--- config.mk ---
export PLATFORM = sky130hd
export DESIGN_NAME = mmio_uart_tx
export DESIGN_NICKNAME = d
export VERILOG_FILES = /design/src/rtl/mmio_uart_tx.sv
export SDC_FILE = /design/constraint.sdc
export NUM_CORES = 1
export LEC_CHECK = 0
export ABC_AREA = 1
export CORE_MARGIN = 2
export CORE_UTILIZATION = 45
export DETAILED_ROUTE_END_ITERATION = 7
export PLACE_DENSITY = 0.76
export SYNTH_ARGS = -nofsm -noshare
export SYNTH_HDL_FRONTEND = slang
export SYNTH_SLANG_ARGS = --single-unit
--- constraint.sdc ---
create_clock -name clk -period 2.66 [get_ports clk]
set_input_delay 0.665 -clock clk [delete_from_list [all_inputs] [get_ports clk]]
set_output_delay 0.665 -clock clk [all_outputs]
set_load 0.01 [all_outputs]
--- src/rtl/mmio_uart_tx.sv ---
// mmio_uart_tx: UART transmitter mapped onto the data-memory bus.
// Stores to TXDATA are queued in a byte FIFO. Each byte is sent as an 8N1 frame on tx.
// STATUS reports the FIFO level, the empty/full flags, transmitter activity and a sticky overflow bit.
module mmio_uart_tx #(
    parameter int unsigned CLK_DIV    = 434,
    parameter int unsigned FIFO_DEPTH = 8,
    parameter logic [31:0] BASE_ADDR  = 32'h1001_0040
) (
    input  logic        clk,
    input  logic        reset,
    input  logic [31:0] Address,
    input  logic [31:0] WriteData,
    input  logic        MemWrite,
    input  logic        MemRead,
    output logic [31:0] ReadData,
    output logic        tx,
    output logic        tx_busy
);

    localparam int unsigned PTR_W = $clog2(FIFO_DEPTH);
    localparam int unsigned CNT_W = PTR_W + 1;
    localparam int unsigned DIV_W = $clog2(CLK_DIV);

    localparam logic [CNT_W-1:0] FULL_CNT = CNT_W'(FIFO_DEPTH);
    localparam logic [DIV_W-1:0] DIV_LOAD = DIV_W'(CLK_DIV - 1);

    typedef enum logic [1:0] {
        IDLE  = 2'd0,
        START = 2'd1,
        DATA  = 2'd2,
        STOP  = 2'd3
    } state_e;

    // Address decode. The block covers 8 bytes, and Address[2] selects the register.
    logic sel;
    logic off;
    logic wr_txdata;
    logic wr_status;
    logic unused_bits;

    assign sel         = (Address[31:3] == BASE_ADDR[31:3]);
    assign off         = Address[2];
    assign wr_txdata   = MemWrite & sel & ~off;
    assign wr_status   = MemWrite & sel & off;
    assign unused_bits = ^{WriteData[31:8], Address[1:0]};

    // FIFO storage and bookkeeping.
    logic [7:0]       fifo_mem_q [FIFO_DEPTH];
    logic [PTR_W-1:0] head_q, head_d;
    logic [PTR_W-1:0] tail_q, tail_d;
    logic [CNT_W-1:0] count_q, count_d;
    logic             ovf_q, ovf_d;
    logic             full;
    logic             empty;
    logic             push;
    logic             pop;

    assign full  = (count_q == FULL_CNT);
    assign empty = (count_q == '0);
    // The full check uses the pre-edge level, so a pop on the same edge does not make room.
    assign push  = wr_txdata & ~full;

    // Serializer state.
    state_e           state_q, state_d;
    logic [DIV_W-1:0] baud_q, baud_d;
    logic [2:0]       bit_q, bit_d;
    logic [7:0]       shift_q, shift_d;
    logic             tx_q, tx_d;
    logic             busy_q, busy_d;
    logic             expired;

    assign expired = (baud_q == '0);

    // FIFO next-state: pointers, occupancy and sticky overflow.
    always_comb begin
        // NOTE: every output of a combinational block gets a default first, so no path can infer a latch.
        head_d  = head_q;
        tail_d  = tail_q;
        count_d = count_q;
        ovf_d   = ovf_q;
        if (push) begin
            tail_d = tail_q + PTR_W'(1);
        end
        if (pop) begin
            head_d = head_q + PTR_W'(1);
        end
        case ({push, pop})
            2'b10:   count_d = count_q + CNT_W'(1);
            2'b01:   count_d = count_q - CNT_W'(1);
            default: count_d = count_q;
        endcase
        if (wr_txdata && full) begin
            ovf_d = 1'b1;
        end else if (wr_status && WriteData[3]) begin
            ovf_d = 1'b0;
        end
    end

    // Frame FSM next-state. Every bit is held for CLK_DIV cycles by the baud down-counter.
    always_comb begin
        state_d = state_q;
        baud_d  = baud_q;
        bit_d   = bit_q;
        shift_d = shift_q;
        tx_d    = tx_q;
        pop     = 1'b0;
        case (state_q)
            IDLE: begin
                if (!empty) begin
                    pop     = 1'b1;
                    shift_d = fifo_mem_q[head_q];
                    baud_d  = DIV_LOAD;
                    tx_d    = 1'b0;
                    state_d = START;
                end
            end
            START: begin
                if (expired) begin
                    tx_d    = shift_q[0];
                    bit_d   = 3'd0;
                    baud_d  = DIV_LOAD;
                    state_d = DATA;
                end else begin
                    baud_d = baud_q - DIV_W'(1);
                end
            end
            DATA: begin
                if (expired) begin
                    baud_d = DIV_LOAD;
                    if (bit_q == 3'd7) begin
                        tx_d    = 1'b1;
                        state_d = STOP;
                    end else begin
                        shift_d = shift_q >> 1;
                        tx_d    = shift_q[1];
                        bit_d   = bit_q + 3'd1;
                    end
                end else begin
                    baud_d = baud_q - DIV_W'(1);
                end
            end
            STOP: begin
                if (expired) begin
                    if (!empty) begin
                        // The next frame starts immediately, with no idle gap after the stop bit.
                        pop     = 1'b1;
                        shift_d = fifo_mem_q[head_q];
                        baud_d  = DIV_LOAD;
                        tx_d    = 1'b0;
                        state_d = START;
                    end else begin
                        state_d = IDLE;
                    end
                end else begin
                    baud_d = baud_q - DIV_W'(1);
                end
            end
            default: state_d = IDLE;
        endcase
        busy_d = (state_d != IDLE) | (count_d != '0);
    end

    // Register update for the FIFO control, the serializer and the outputs.
    always_ff @(posedge clk) begin
        // NOTE: sequential state uses non-blocking assignments, so every register samples pre-edge values.
        if (reset) begin
            head_q  <= '0;
            tail_q  <= '0;
            count_q <= '0;
            ovf_q   <= 1'b0;
            state_q <= IDLE;
            baud_q  <= '0;
            bit_q   <= '0;
            shift_q <= '0;
            tx_q    <= 1'b1;
            busy_q  <= 1'b0;
        end else begin
            head_q  <= head_d;
            tail_q  <= tail_d;
            count_q <= count_d;
            ovf_q   <= ovf_d;
            state_q <= state_d;
            baud_q  <= baud_d;
            bit_q   <= bit_d;
            shift_q <= shift_d;
            tx_q    <= tx_d;
            busy_q  <= busy_d;
        end
    end

    // FIFO data array write.
    always_ff @(posedge clk) begin
        // NOTE: the data array is not reset. Only entries below count are ever read, so reset wiring is unnecessary.
        if (push) begin
            fifo_mem_q[tail_q] <= WriteData[7:0];
        end
    end

    // Combinational load data. Only a load to STATUS returns a nonzero value.
    logic [7:0] status_count;

    always_comb begin
        status_count               = '0;
        status_count[CNT_W-1:0]    = count_q;
        ReadData                   = '0;
        if (MemRead && !MemWrite && sel && off) begin
            ReadData = {16'b0, status_count, 4'b0, ovf_q, (state_q != IDLE), empty, full};
        end
    end

    assign tx      = tx_q;
    assign tx_busy = busy_q;

endmodule

==> impl_metrics.env <==
export IMPL_switchingPower_mw=2.38
export IMPL_timing_final_crit_share=0.990
export IMPL_die_w_um=112
export IMPL_root_buffer="clkbuf_16"
export IMPL_critPathLaunchType="primary input"
export IMPL_cts_htree_levels=3
export IMPL_fin_util=0.587
export IMPL_drtIter0Drc=391
export IMPL_drt_pass1_iter_count=5
export IMPL_max_stage_delay_ns=0.18
export IMPL_synth_area_um2=5230
export IMPL_vdd_drop_max_v=0.000629
export IMPL_drt_wl_total_um=12300
export IMPL_dr_max_layer_used="met4"
export IMPL_synth_top_area_share=0.367
export IMPL_yosys_register_bits=102
export IMPL_cp_required_ns=2.00
export IMPL_final_common_cell="nor2_1"
export IMPL_tns_ns=0
export IMPL_via_count=4528
export IMPL_crit_buf_inv=4
export IMPL_routabilityCongestion=0.818
export IMPL_total_leakage_power_nw=2.80
export IMPL_synth_top_flop_cell="edfxtp_1"
export IMPL_status="complete, no violations"
export IMPL_critPathTopFamily="simple AND/OR/NAND/NOR gates"
export IMPL_pwr_share_seq=0.323
export IMPL_syn_to_final_growth_pct=27.5
export IMPL_clock_fmax_mhz=380
export IMPL_final_hold_viol_count=0
export IMPL_layout_common_cells="105 x nor2_1, 86 x nand2_1, 75 x buf_4"
export IMPL_p_comb_frac=0.435
export IMPL_dieArea_um2=12500
export IMPL_dpl_hpwl_um=7710
export IMPL_clock_skew_ns=0.00882
export IMPL_met1_length_um=4890
export IMPL_finalCriticalPeriod_ns=2.63
export IMPL_crit_chain="clkbuf_2 -> nor2_4 -> nand3_4 -> nor2_4 -> nand2_1 -> nor2_2 -> buf_4 -> nand4_1 -> buf_4 -> nor3_1 -> buf_2"
export IMPL_crit_cells=11
export IMPL_ios=102
export IMPL_ys_seq_area_frac=0.513
export IMPL_reg2reg_depth=19
export IMPL_power_mw=6.10
export IMPL_grt_ovfl_total=0
export IMPL_cts_buffer_depth=2
export IMPL_start_util=0.460
export IMPL_cts_sinks=102
export IMPL_ant_nets=0
export IMPL_grt_usage=0.193
export IMPL_cts_made_buffers=9
export IMPL_drt_wirelength_per_cell_um=14.1
export IMPL_grt_pass1_vias=4371
export IMPL_swShare=0.390
export IMPL_wl_met3_um=589
export IMPL_core_um2=11400
export IMPL_synth_warnings=0
export IMPL_critPathCaptureType="primary output"
export IMPL_io_buffers=51
export IMPL_hp_class="reg2reg"
export IMPL_p_int_mw=3.72
export IMPL_antenna_cells=0
export IMPL_relSlewSlack=0.622
export IMPL_die_h_um=112
export IMPL_fin_nets=810
export IMPL_cts_hold_buf=0
export IMPL_yosys_area_top_type="edfxtp_1"
export IMPL_grt_max_degree=33
export IMPL_drv_cap=0
export IMPL_antenna_found_initial=0
export IMPL_synth_cell_types=36
export IMPL_finalSetupViolCount=0
export IMPL_drc_errors=0
export IMPL_cp_slowest_cell="buf_4"
export IMPL_drv_slew=0
export IMPL_ys_async_sr_fraction=0
export IMPL_worst_pin_slew_ns=0.565
export IMPL_num_rows=39
export IMPL_power_density_nw_per_um2=914
export IMPL_clkTransAtPathRegs_ns=0.07
export IMPL_postSynthAreaPerCell_um2=8.57
export IMPL_syn_inst=611
export IMPL_wl_met2_um=6510
export IMPL_synth_edf_count=64
export IMPL_insertion_delay_ns=0.34
export IMPL_drive_above_1_share=0.259
export IMPL_critPathMaxFanout=8
export IMPL_p_clk_frac=0.242
export IMPL_synth_top_cells_by_area="edfxtp_1 37%, dfxtp_1 15%, nor2_1 8.5%, nand2_1 6.5%, o21ai_0 5.6%"
export IMPL_worstPathArrival_ns=1.97
export IMPL_grt_pass1_wl_um=19600
export IMPL_via_per_inst=5.17
export IMPL_hold_path_depth=2
export IMPL_cts_tree="yes"
export IMPL_path_class="in2out"
registers in the layout, summed over array words and instances (netlist names), named ones only:
| name | flops |
|---|---|
| tx | 1 |
| ovf_q | 1 |
| baud_q | 9 |
| tail_q | 3 |
| tx_busy | 1 |
| bit_q | 3 |
| head_q | 3 |
| count_q | 4 |
| state_q | 2 |
| shift_q | 8 |
| fifo_mem_q | 64 |
power groups by stage:
stage               logic, mW  registers (mW)  clock network, mW
floorplan                1.82            1.97                  0
global placement         2.33            1.98                  0
detailed placement       2.42            1.99                  0
CTS                      2.49            1.96               1.50
global route             2.99            1.99               1.55
finish                   2.65            1.97               1.48
final cells by class:
type | count | area, µm²
multi-input cells | 432 | 2330
flip-flops and latches | 102 | 2680
repair buffers | 126 | 918
well taps | 143 | 179
clock inverters | 7 | 124
fillers | 929 | 4690
inverters | 57 | 216
clock buffers | 9 | 225
metrics by stage:
stage | hold WS [ns] | area, µm² | setup WS, ns | instances
floorplan | 0.440 | 5340 | 0.0302 | 634
global placement | 0.453 | 5970 | -0.607 | 814
detailed placement | 0.465 | 5970 | -0.673 | 814
CTS | 0.476 | 6580 | 0.00119 | 869
global route | 0.488 | 6680 | -0.0568 | 876
finish | 0.472 | 6680 | 0.0265 | 876
tightest hold or removal path, delay by kind of cell, from the launching register on:
kind	cells	cell delay [ns]
and+or+nand+nor	1	0.06
DFF	1	0.32
AOI/OAI and AO/OA	1	0.05
Yosys cell counts, types with 5 or more instances:
master / n
a21oi_1: 22
buf_4: 24
clkbuf_1: 13
dfxtp_1: 38
edfxtp_1: 64
ha_1: 14
inv_1: 56
nand2_1: 91
nand2_2: 6
nand3_1: 22
nand4_1: 10
nor2_1: 118
nor3_1: 14
o211ai_1: 8
o21ai_0: 59
o21ai_1: 6
o21bai_1: 7
or2_2: 7
xor2_1: 5
repair_timing:
action                                  4_1_cts  5_1_grt
gates resized for setup                      72       99
setup buffers                                39        8
cloned                                        0        0
endpoints found under the setup margin       12       13
pin swaps                                    30       34
hold endpoints to repair                      0        0
kinds of logic (layout without fill, tap and decap cells):
family | Yosys count | in the layout | synth area share
buffers and inverters | 100 | 199 | 0.0913
xor gates and xnor gates | 5 | 5 | 0.00837
adders and majority gates | 14 | 14 | 0.0335
AOI/OAI and AO/OA | 108 | 108 | 0.113
DFF | 102 | 102 | 0.513
other | 1 | 24 | 0.000717
and+or+nand+nor | 281 | 281 | 0.240
routing by layer:
metal  vias up  global-route usage
met1      2125               0.220
met3        28              0.0381
met4         0              0.0691
met5         -                   0
li1       2220                   -
met2       155               0.357
worst paths after layout:
kind | from | endpoint | slack (ns)
hold / removal | ovf_q$_SDFFE_PP0P_ | ovf_q$_SDFFE_PP0P_ | 0.47
setup reg to reg | baud_q[0]$_SDFF_PP0_ | tx_busy$_SDFF_PP0_ | 0.22
setup / recovery | Address[17] | ReadData[0] | 0.03
hold reg to reg | ovf_q$_SDFFE_PP0P_ | ovf_q$_SDFFE_PP0P_ | 0.47
Note: power is estimated with default switching activity, not from simulation.
